$ cat config.mk
export PLATFORM = sky130hd
export DESIGN_NAME = maze_player_mover
export DESIGN_NICKNAME = d
export VERILOG_FILES = /design/src/rtl/maze_player_mover.sv
export SDC_FILE = /design/constraint.sdc
export NUM_CORES = 1
export LEC_CHECK = 0
export ABC_AREA = 0
export CAP_MARGIN = 0
export CORE_MARGIN = 2
export CORE_UTILIZATION = 40
export CTS_BUF_LIST = sky130_fd_sc_hd__clkbuf_8
export DETAILED_ROUTE_END_ITERATION = 7
export HOLD_SLACK_MARGIN = 0.03
export PLACE_DENSITY = 0.57
export REMOVE_ABC_BUFFERS = 1
export SLEW_MARGIN = 25
export SYNTH_ARGS = -nofsm -noshare
export SYNTH_HDL_FRONTEND = slang
export SYNTH_SLANG_ARGS = --single-unit
$ cat constraint.sdc
create_clock -name clock -period 15.08 [get_ports clock]
set_input_delay 3.016 -clock clock [delete_from_list [all_inputs] [get_ports clock]]
set_output_delay 3.016 -clock clock [all_outputs]
set_load 0.03 [all_outputs]
$ cat src/rtl/maze_player_mover.sv
// Player movement controller: turns direction buttons into wall-checked one-cell moves on the maze grid.
// Optional hold-to-repeat behaviour is enabled by defining PLAYER_AUTOREPEAT_EN.
module maze_player_mover #(
  parameter int unsigned WIDTH        = 30,
  parameter int unsigned HEIGHT       = 40,
  parameter int unsigned START_X      = 1,
  parameter int unsigned START_Y      = 1,
  parameter int unsigned REPEAT_TICKS = 12500000
) (
  input  logic        clock,
  input  logic        reset,
  input  logic [3:0]  player_direction,
  output logic [10:0] maze_address,
  output logic        maze_read,
  input  logic        maze_data,
  output logic [7:0]  player_x,
  output logic [7:0]  player_y,
  output logic [15:0] move_count,
  output logic        at_exit,
  output logic        busy
);

  localparam int unsigned AW = 11;
  localparam int unsigned CW = 8;
  localparam int unsigned HW = 24;

  typedef enum logic [1:0] {IDLE, REQ, WAIT, CHECK} state_t;

  state_t          state;
  logic [3:0]      s1, s2, prev;
  logic [CW-1:0]   tx, ty;
  logic [CW-1:0]   tgt_x_c, tgt_y_c;
  logic            off_grid_c;
  logic            dir_valid_c;
  logic            press_event_c;
  logic            request_c;
  logic            at_exit_cell_c;

  assign dir_valid_c   = $onehot(s2);
  assign press_event_c = dir_valid_c && (s2 != prev);

`ifdef PLAYER_AUTOREPEAT_EN
  logic [HW-1:0] hold_cnt;
  logic          repeat_tick_c;

  assign repeat_tick_c = dir_valid_c && (s2 == prev) && (state == IDLE) &&
                         (hold_cnt == HW'(REPEAT_TICKS - 1));
  assign request_c     = press_event_c || repeat_tick_c;

  // Hold timer: restarts on any change of the synchronized buttons, only runs while idle.
  always_ff @(posedge clock or posedge reset) begin
    if (reset) begin
      hold_cnt <= '0;
    end else if (s2 != prev) begin
      hold_cnt <= '0;
    end else if (dir_valid_c && (state == IDLE)) begin
      hold_cnt <= repeat_tick_c ? '0 : hold_cnt + HW'(1);
    end
  end
`else
  logic unused_repeat_ticks;
  assign unused_repeat_ticks = ^REPEAT_TICKS;
  assign request_c           = press_event_c;
`endif

  // Candidate cell for the current button, with off-grid moves flagged instead of wrapped.
  always_comb begin
    tgt_x_c    = player_x;
    tgt_y_c    = player_y;
    off_grid_c = 1'b0;
    case (s2)
      4'b0001: if (player_y == '0) off_grid_c = 1'b1;
               else tgt_y_c = player_y - CW'(1);
      4'b0010: if (player_y == CW'(HEIGHT - 1)) off_grid_c = 1'b1;
               else tgt_y_c = player_y + CW'(1);
      4'b0100: if (player_x == '0) off_grid_c = 1'b1;
               else tgt_x_c = player_x - CW'(1);
      4'b1000: if (player_x == CW'(WIDTH - 1)) off_grid_c = 1'b1;
               else tgt_x_c = player_x + CW'(1);
      default: off_grid_c = 1'b1;
    endcase
  end

  assign at_exit_cell_c = (tx == CW'(WIDTH - 2)) && (ty == CW'(HEIGHT - 1));

  always_ff @(posedge clock or posedge reset) begin
    if (reset) begin
      state        <= IDLE;
      s1           <= '0;
      s2           <= '0;
      prev         <= '0;
      tx           <= CW'(START_X);
      ty           <= CW'(START_Y);
      maze_address <= '0;
      maze_read    <= 1'b0;
      player_x     <= CW'(START_X);
      player_y     <= CW'(START_Y);
      move_count   <= '0;
      at_exit      <= 1'b0;
      busy         <= 1'b0;
    end else begin
      s1        <= player_direction;
      s2        <= s1;
      prev      <= s2;
      maze_read <= 1'b0;
      case (state)
        IDLE: begin
          if (request_c && !at_exit && !off_grid_c) begin
            tx           <= tgt_x_c;
            ty           <= tgt_y_c;
            maze_address <= AW'(tgt_x_c) + AW'(WIDTH) * AW'(tgt_y_c);
            maze_read    <= 1'b1;
            busy         <= 1'b1;
            state        <= REQ;
          end
        end
        REQ:  state <= WAIT;
        WAIT: state <= CHECK;
        CHECK: begin
          // Commit only into open cells; a wall leaves everything untouched.
          if (maze_data) begin
            player_x <= tx;
            player_y <= ty;
            if (move_count != 16'hFFFF) move_count <= move_count + 16'd1;
            if (at_exit_cell_c) at_exit <= 1'b1;
          end
          busy  <= 1'b0;
          state <= IDLE;
        end
        default: begin
          busy  <= 1'b0;
          state <= IDLE;
        end
      endcase
    end
  end

endmodule

==> results.json <==
{
  "internal-power_mw": 0.410,
  "utilization": 0.485,
  "root_buffer": "clkbuf_8",
  "clock_skew_ps": 13.9,
  "min_from": "s1[2]",
  "drc": 0,
  "synth-async-reset-ratio": 1.00,
  "post_cts_buffers": 0,
  "clk_pin_slew_worst_paths_ps": 90,
  "cts_buffers": 9,
  "grt_antenna_before_repair": 0,
  "synth.cell_area_mm2": 0.00502,
  "clock_sinks": 76,
  "gr-total-overflow": 0,
  "layout_common_cells": "dfrtp_1 (72), clkdlybuf4s50_1 (52), inv_1 (37), nand2_1 (36), ha_1 (34)",
  "critPathArrivalTime_ps": 6260,
  "crit_buf_inv": 2,
  "final_max_slew_viol_count": 0,
  "final.period_utilization": 0.395,
  "portBuffers": 52,
  "synth_edf_count": 0,
  "core_area_mm2": 0.0121,
  "dpl.cell_count": 695,
  "htreeDepth": 3,
  "cts_buffer_depth": 2,
  "fin_tns_setup_ps": 0,
  "synthTopCellsByArea": "dfrtp_1 (36%), ha_1 (8.5%), fa_1 (6.0%)",
  "die_area_mm2": 0.0135,
  "grt_pass1_vias": 3797,
  "die_x_um": 116,
  "worstReg2RegStart": "s2[1]",
  "seq_area_mm2": 0.00191,
  "rr_endpoint": "maze_address[10]",
  "drt-pass1-iter-count": 5,
  "fin_hold_ws_ps": 355,
  "crit_family": "adder cells",
  "netSwitchingFraction": 0.389,
  "hold_buffers": 0,
  "crit_path_end_kind": "flop",
  "nFillCells": 1150,
  "final-setup-viol-count": 0,
  "max_clock_freq_mhz": 168,
  "syn2layout_area_growth_pct": 16.9,
  "critPathMaxStageDelay_ps": 580,
  "worstPathCellList": "inv_1 -> ha_1 -> or3b_2 -> a21oi_1 -> a221oi_1 -> a21oi_1 -> fa_1 -> fa_1 -> inv_1 -> fa_1 -> xnor2_1 -> ha_1 -> nand3_1 -> o211ai_1 -> o41ai_1 -> nor2b_1 -> a2111o_1 -> nand3_1",
  "required_ps": 15370,
  "clkLatencyLatePin_ps": 370,
  "grt_max_degree": 77,
  "ys_types": 66,
  "crit_path_top_delay_cell": "fa_1",
  "syn_inst": 487,
  "ys_warn_count": 0,
  "p_comb_frac": 0.403,
  "dieHeight_um": 116,
  "hold_path_class": "reg -> reg",
  "io_pins": 53,
  "cp_common_cell": "fa_1",
  "outcome": "completed",
  "fin_nets": 594,
  "p_switching_mw": 0.261,
  "maxCapViolCount": 0,
  "synth_largest_area_cell": "dfrtp_1",
  "worst_r2r_path_depth": 18,
  "synth_top_area_frac": 0.359,
  "fin_crit_ps": 5960,
  "cts_resized": 0,
  "cts_tree": "done",
  "diodes": 0,
  "whs_endpoint": "s2[2]",
  "final_common_cell": "dfrtp_1",
  "powerDensity_mw_per_mm2": 114,
  "layoutNonFillerInstCount": 711,
  "synth_ff_type": "dfrtp_1",
  "via_count": 3811,
  "clkPwrFrac": 0.209,
  "ir_drop_mv": 0.0903,
  "dp_hpwl_mm": 8.57,
  "postRouteAntennaNets": 0,
  "rsz0062_at_grt": "false",
  "rrSetupSlack_ps": 9120,
  "leakage_nw": 2.61,
  "grt_pass1_wl_mm": 19.6,
  "timing.hold.worst_path_depth": 0,
  "hold_violations": 0,
  "first_iter_violations": 240,
  "cp-start-kind": "flop",
  "start_util": 0.415,
  "multi_input_area_mm2": 0.00289,
  "pwr-share-seq": 0.388,
  "grt_usage": 0.190,
  "routed_wl_mm": 11.8,
  "maxSlewHeadroom": 0.484,
  "routed_via_density": 5.36,
  "tightest_slew_ps": 764,
  "syn_area_per_cell_um2": 10.3,
  "routedWlPerCell_um": 16.6,
  "yosysSeqAreaShare": 0.380,
  "finalWeightedCongestion": 0.898,
  "rows": 40,
  "power.total_mw": 0.671,
  "path_max_fanout": 7,
  "ys_seq_elements": 76,
  "drive_above_1_share": 0.123,
  "critPathKind": "reg -> reg"
}
## power groups by stage
stage                     logic, mW  registers (mW)  clock network [mW]
final                         0.271           0.261               0.140
after global routing          0.304           0.265               0.154
after CTS                     0.273           0.261               0.147
after global placement        0.268           0.263                   0
after detailed placement      0.270           0.264                   0
after floorplan               0.159           0.290                   0
## through the flow
step           setup WS (ps)  instance area (um^2)
2_1_floorplan           9780                  4940
3_3_place_gp            9280                  5690
3_5_place_dp            9110                  5690
4_1_cts                 9080                  5870
5_1_grt                 8580                  5870
6_report                9120                  5870
## routing by layer
metal | routed length [um] | share of wire | GRT usage | vias to the layer above
met2 | 5230 | 0.44 | 0.289 | 100
met5 | 0 | 0 | 0 | -
met3 | 510 | 0.043 | 0.0288 | 16
met1 | 5800 | 0.49 | 0.270 | 1850
met4 | 253 | 0.021 | 0.0794 | 0
li1 | - | - | - | 1845
## state kept, by name, indices dropped and copies added, names as in the netlist
register	cells
prev	4
move_count	16
ty	8
tx	8
state	2
s1	4
maze_address	11
maze_read	1
busy	1
s2	4
player_y	8
player_x	8
at_exit	1
## worst max path at each step
stage	start	end	slack, ps	cells past startpoint
2_1_floorplan	s2[1]	maze_address[10]	9780	18
6_report	s2[1]	maze_address[10]	9120	18
5_1_grt	s2[1]	maze_address[10]	8580	18
4_1_cts	s2[1]	maze_address[10]	9080	18
3_5_place_dp	s2[1]	maze_address[10]	9110	18
3_3_place_gp	s2[1]	maze_address[10]	9280	18
## cell type report
| type | count | share of cell area |
|---|---|---|
| multi-input combinational | 359 | 0.493 |
| sequential | 76 | 0.325 |
| timing repair buffer | 55 | 0.0932 |
| tap | 168 | 0.0358 |
| inverter | 37 | 0.0243 |
| clock buffer | 10 | 0.0234 |
| clock inverter | 6 | 0.00576 |
## Yosys cell counts, types with 3 or more instances
cell,instances
a211oi_1,6
a21boi_0,3
a21o_1,3
a21oi_1,16
a221oi_1,3
a22oi_1,3
a31oi_1,5
buf_6,3
clkbuf_1,9
dfrtp_1,72
dfstp_2,4
fa_1,15
ha_1,34
inv_1,36
mux2_2,22
mux2_4,13
nand2_1,36
nand2b_1,3
nand3_1,15
nand4_1,5
nor2_1,29
nor2b_1,3
nor3_1,17
nor4_1,5
nor4b_1,4
o21a_1,6
o21ai_0,29
o221ai_1,4
o22ai_1,3
or3b_2,3
or4_1,4
xnor2_1,17
xor2_1,13
## cell families after synthesis
family	after synthesis	share of synthesized area
adder cells (fa/ha/maj)	49	0.145
buffers and inverters	52	0.0444
flip-flops	76	0.380
AO/OA/AOI/OAI	101	0.135
multiplexers	39	0.0967
XOR/XNOR	30	0.0523
AND/OR/NAND/NOR	140	0.147
Note: power is estimated with default switching activity, not from simulation.
